`src/rtl/simon_data_out.sv`:
```
// SIMON output packetiser: packs one (or, with SIMON_PAIR_EN, two) finished blocks
// into a host packet of data words, sequence count byte and info byte.
module simon_data_out #(
  parameter int unsigned N    = 16,
  parameter logic [3:0]  MODE = 4'h0
) (
  input  logic                     clk,
  input  logic                     R,
  input  logic                     newDATA,
  input  logic [2*N-1:0]           outDATA,
  input  logic [7:0]               infoIN,
  output logic                     loadDATA,
  output logic                     out_newPKT,
  input  logic                     out_loadPKT,
  output logic                     out_donePKT,
  output logic [(N/2+2)*8-1:0]     out,
  output logic                     err
);

  localparam int unsigned BW = 2 * N;
  localparam int unsigned DW = 4 * N;

`ifdef SIMON_PAIR_EN
  typedef enum logic [1:0] {WAIT, PAIR, SEND} state_t;
`else
  typedef enum logic [1:0] {WAIT, SEND} state_t;
`endif

  state_t          state_q, state_d;
  logic [DW-1:0]   data_q, data_d;
  logic [7:0]      info_q, info_d;
  logic [7:0]      cnt_q, cnt_d;
  logic            load_q, load_d;
  logic            new_q, new_d;
  logic            err_q, err_d;
  logic            done_q, done_d;
  logic            cap, illegal, pair_in;

`ifdef SIMON_PAIR_EN
  assign pair_in = infoIN[7];
  assign cap     = newDATA && !load_q && (state_q == WAIT || state_q == PAIR);
`else
  logic unused_info7;
  assign unused_info7 = infoIN[7];
  assign pair_in      = 1'b0;
  assign cap          = newDATA && !load_q && (state_q == WAIT);
`endif

  // Key blocks and already-packetised blocks must never reach the host.
  assign illegal = infoIN[5] | infoIN[4];

  always_ff @(posedge clk or posedge R) begin
    if (R) begin
      state_q <= WAIT;
      data_q  <= '0;
      info_q  <= '0;
      cnt_q   <= '0;
      load_q  <= 1'b0;
      new_q   <= 1'b0;
      err_q   <= 1'b0;
      done_q  <= 1'b1;
    end else begin
      state_q <= state_d;
      data_q  <= data_d;
      info_q  <= info_d;
      cnt_q   <= cnt_d;
      load_q  <= load_d;
      new_q   <= new_d;
      err_q   <= err_d;
      done_q  <= done_d;
    end
  end

  always_comb begin
    state_d = state_q;
    data_d  = data_q;
    info_d  = info_q;
    cnt_d   = cnt_q;
    load_d  = 1'b0;
    new_d   = new_q;
    err_d   = 1'b0;
    case (state_q)
      WAIT: begin
        if (cap) begin
          load_d = 1'b1;
          if (illegal) begin
            err_d = 1'b1;
          end else begin
            data_d = {{BW{1'b0}}, outDATA};
            info_d = {pair_in, infoIN[6], 2'b01, MODE};
`ifdef SIMON_PAIR_EN
            if (pair_in) begin
              state_d = PAIR;
            end else begin
              state_d = SEND;
              new_d   = 1'b1;
            end
`else
            state_d = SEND;
            new_d   = 1'b1;
`endif
          end
        end
      end
`ifdef SIMON_PAIR_EN
      PAIR: begin
        if (cap) begin
          load_d = 1'b1;
          if (illegal) begin
            err_d = 1'b1;
          end else begin
            data_d[DW-1:BW] = outDATA;
            state_d         = SEND;
            new_d           = 1'b1;
          end
        end
      end
`endif
      SEND: begin
        if (out_loadPKT) begin
          new_d   = 1'b0;
          cnt_d   = cnt_q + 8'd1;
          state_d = WAIT;
        end
      end
      default: state_d = WAIT;
    endcase
    // Falls on the capturing edge, rises one edge after the host acknowledge.
    done_d = (state_q == WAIT) && !new_q && !(cap && !illegal);
  end

  assign loadDATA    = load_q;
  assign out_newPKT  = new_q;
  assign out_donePKT = done_q;
  assign err         = err_q;
  assign out         = {info_q, cnt_q, data_q};

endmodule

```
`config.mk`:
```
export PLATFORM = sky130hd
export DESIGN_NAME = simon_data_out
export DESIGN_NICKNAME = d
export VERILOG_FILES = /design/src/rtl/simon_data_out.sv
export SDC_FILE = /design/constraint.sdc
export NUM_CORES = 1
export LEC_CHECK = 0
export CAP_MARGIN = 25
export CORE_MARGIN = 5
export CORE_UTILIZATION = 38
export DETAILED_ROUTE_END_ITERATION = 16
export PLACE_DENSITY_LB_ADDON = 0.08
export SETUP_SLACK_MARGIN = 0.2
export SYNTH_ARGS = -nofsm -noshare
export SYNTH_HDL_FRONTEND = slang
export SYNTH_SLANG_ARGS = --single-unit
```
`constraint.sdc`:
```
create_clock -name clk -period 2 [get_ports clk]
set_clock_uncertainty 0.2 [all_clocks]
set_input_delay 0.4 -clock clk [delete_from_list [all_inputs] [get_ports clk]]
set_output_delay 0.4 -clock clk [all_outputs]
set_load 0.005 [all_outputs]
```
* Word-level counts from Yosys, hierarchy flattened
Cells that the tools add are included.
Operators by class: multiplexer cells 13, eq/ne operators 4, bitwise logic cells 2, reductions and logical operators 15, add/subtract/negate cells 1
Operators with widths (count):
- adder 8 x 1 -> 8 bit, second input constant | 1
- 2-to-1 mux 1 bit | 8
- 2-to-1 mux 2 bit | 3
- inequality test 2 bit, second input constant | 3
- AND reduction 3 bit | 2
- logical AND 1 bit | 5
- logical NOT 1 bit | 4
- one-hot mux 2 bit (2 select lines) | 1
- AND reduction 4 bit | 1
- equality test 2 x 1 -> 1 bit, second input constant | 1
- logical NOT 2 bit | 1
- one-hot mux 1 bit (2 select lines) | 1
- AND reduction 2 bit | 1
- nonzero test 2 bit | 1
- NOT 1 bit | 1
- OR 1 bit | 1
Word-level totals: input bits 44, register bits 48, word-level logic and storage cells 43

* Logic depth before layout (Yosys ltp)
depth in word-level cells 6, mapped depth 4, gate-level depth less buffers 3

* Worst setup path after synthesis
OpenSTA, ideal clock, no wires.
kind reg2reg, start reg out_newPKT (netlist name), end reg data_q[10], path buffers 1, clock period less this slack 1.640 ns, library setup time 0.125 ns, arrival 1.315 ns, cell stages (with the launch flop) 5, setup slack 0.360 ns, data required time 1.675 ns, path through dfrtp_1 > nor3b_4 > nand2_4 > buf_6 > mux2_4
RTL lines:
- end signal, assigned | line 64 | data_q <= data_d;
- end, declared | line 30 | logic [DW-1:0] data_q, data_d;

==> flow_metrics.tcl <==
set metrics [dict create \
    slew_violations 0 \
    reg2reg_slack_ns 0.20 \
    core_sq_um 5510 \
    grt_busiest_layer "met2" \
    drv_cap 0 \
    ioPinCount 128 \
    power_frac_seq_pct 42.5 \
    arrival_ns 1.78 \
    period_share_pct 90.2 \
    dp_hpwl_microns 3220 \
    syn-mean-instance-area_sq_um 14.2 \
    use_met2_pct 16.8 \
    power_switching_uw 756 \
    via_count 1388 \
    p_total_mw 3.03 \
    rsz0062_at_grt "true" \
    synth_area_sq_um 2170 \
    dieWidth_microns 85.5 \
    port_buffers 84 \
    status "completed" \
    synth-seq-cells 46 \
    p_per_area_nw_per_um2 923 \
    period_minus_slack_ns 1.80 \
    wl_per_cell_microns 13.6 \
    cts_tree "built" \
    setup_viol 0 \
    path_class "register to register" \
    insertion_delay_ns 0.29 \
    final_cell_count_no_fill 337 \
    grt_max_degree 24 \
    synth.yosys.seq_area_share_pct 53.2 \
    first_pass_iters 2 \
    ir_drop_v 0.000484 \
    synth_cell_type_count 23 \
    hold_violations 0 \
    drcViolationCount 0 \
    cp.required_ns 1.97 \
    antenna_found_initial 0 \
    die-area_sq_um 7310 \
    ant_nets 0 \
    start_util_pct 39.3 \
    htreeDepth 2 \
    clkTransAtPathRegs_ns 0.08 \
    p_comb_share_pct 38.7 \
    dpl.cell_count 310 \
    cts_hold_buf 0 \
    crit_chain "buf_4, nor3b_4, nand2_4, buf_12, mux2_4" \
    startpoint_type "register" \
    antenna_cells 0 \
    end_kind "register" \
    cpMaxStageDelayCell "dfrtp_2" \
    grt.overflow.total 0 \
    worst_r2r_path_depth 5 \
    area_delta_synth_final_pct 51.8 \
    critical_path_buf_inv_count 2 \
    regToRegStartpoint "out_newPKT$_DFFE_PP0P_" \
    die_h_microns 85.5 \
    holdWs_ns 0.191 \
    pwr-share-clk_pct 18.7 \
    fmax_mhz 554 \
    power_leakage_nw 1.80 \
    yosysWarnings 0 \
    drive_gt1_share_pct 26.8 \
    clock_sinks 46 \
    use_met3_pct 5.28 \
    grt_pass1_wl_microns 6830 \
    grt_usage_pct 11.8 \
    wirelength_microns 4590 \
    r2r-end "data_q[10]$_DFFE_PP0P_" \
    hold_path.class "primary input to asynchronous set/reset pin" \
    cp_slowest_stage_delay_ns 0.45 \
    cts_root_buf "clkbuf_8" \
    first_iter_violations 53 \
    cts_buffers 5 \
    cp_top_family "flip-flops" \
    swShare_pct 24.9 \
    syn_inst 152 \
    fin_nets 309 \
    crit_fanout 13 \
    intPower_mw 2.28 \
    rows 27 \
    first_global_vias 1392 \
    vias_per_cell 4.12 \
    met1_usage_pct 15.5 \
    place.gp.congestion 0.786 \
    cts_buffer_depth 2 \
]
## cells by family after synthesis
logic type	Yosys count	synth area share (%)
flip-flops	46	53.2
multiplexers	34	22.5
other	1	0.173
XOR/XNOR	7	2.83
buffers and inverters	43	15.1
adder cells (fa/ha/maj)	1	0.578
AND/OR/NAND/NOR	18	5.14
AO/OA/AOI/OAI	2	0.462
## per-layer routing
layer	vias to the layer above	share of wire, %
met5	-	0
met4	0	1.8
met3	9	10
met2	69	44
met1	657	44
li1	653	-
## cells in the mapped netlist
cell type	instances	area share, %
o21ai_0	1	0.23
nand3_1	3	0.69
nor2_1	2	0.35
dfstp_2	1	1.2
mux2_4	28	19
nor3b_4	1	0.87
and3_1	3	0.87
nand2_1	3	0.52
nand2b_1	1	0.29
nand2_4	1	0.52
dfrtp_1	45	52
mux2_2	6	3.1
ha_1	1	0.58
conb_1	1	0.17
buf_6	3	1.6
xnor2_1	3	1.2
nand4_1	1	0.29
buf_4	38	13
a21oi_1	1	0.23
xor2_1	4	1.6
nor3_1	2	0.46
inv_1	2	0.35
nor2b_1	1	0.29
## worst max path at each step
stage                            from                     end  cells past startpoint
2_1_floorplan                       R    cnt_q[0]$_DFFE_PP0P_                      1
3_3_place_gp                  newDATA   data_q[9]$_DFFE_PP0P_                      5
3_5_place_dp                  newDATA  data_q[14]$_DFFE_PP0P_                      5
4_1_cts        out_newPKT$_DFFE_PP0P_              out_newPKT                      1
5_1_grt        out_newPKT$_DFFE_PP0P_  data_q[14]$_DFFE_PP0P_                      5
6_report       out_newPKT$_DFFE_PP0P_  data_q[10]$_DFFE_PP0P_                      5
## state kept, by name (all words and copies together), names as in the netlist
register / cells
info_q: 2
err: 1
out_newPKT: 1
loadDATA: 1
out_donePKT: 1
cnt_q: 8
data_q: 32
## placed cells by master (no fill, tap or decap), types with 2 or more instances in the layout
| master | n |
|---|---|
| nand3_1 | 3 |
| mux2_4 | 28 |
| nor2_1 | 2 |
| and3_1 | 3 |
| nor3_1 | 2 |
| buf_4 | 21 |
| xnor2_1 | 3 |
| dfrtp_1 | 44 |
| clkdlybuf4s50_1 | 66 |
| buf_12 | 4 |
| conb_1 | 38 |
| clkbuf_8 | 6 |
| nand2_1 | 3 |
| dlymetal6s2s_1 | 17 |
| xor2_1 | 4 |
| mux2_2 | 6 |
## per-stage QoR
step / TNS [ns] / setup WS [ns] / util, % / instance area (sq um)
6_report: 0 / 0.195 / 59.7 / 3290
5_1_grt: 0 / 0.143 / 59.7 / 3290
4_1_cts: 0 / 0.0922 / 57.4 / 3160
3_5_place_dp: -1.50 / -0.0565 / 54.7 / 3010
2_1_floorplan: 0 / 0.314 / - / 2300
3_3_place_gp: -1.30 / -0.0531 / 54.7 / 3010
## timing repair
item,in CTS,in global routing
endpoints found under the hold margin,0,0
pin swaps,0,0
endpoints found under the setup margin,10,23
resized for setup,2,17
setup buffers,8,11
## layout make-up
type	instances	area, sq um
clock buffers	7	86.3
clock inverters	1	5.00
fillers	466	2220
inverters	2	7.51
multi-input cells	100	826
flip-flops and latches	46	1150
well taps	72	90.1
repair buffers	109	1120
## power groups by stage
stage | Sequential [mW] | Clock, mW | Combinational, mW
2_1_floorplan | 1.35 | 0 | 0.433
3_3_place_gp | 1.34 | 0 | 1.03
3_5_place_dp | 1.34 | 0 | 1.04
4_1_cts | 1.30 | 0.601 | 1.14
5_1_grt | 1.32 | 0.637 | 1.26
6_report | 1.29 | 0.569 | 1.17
Power figures use the tool's default switching activity.
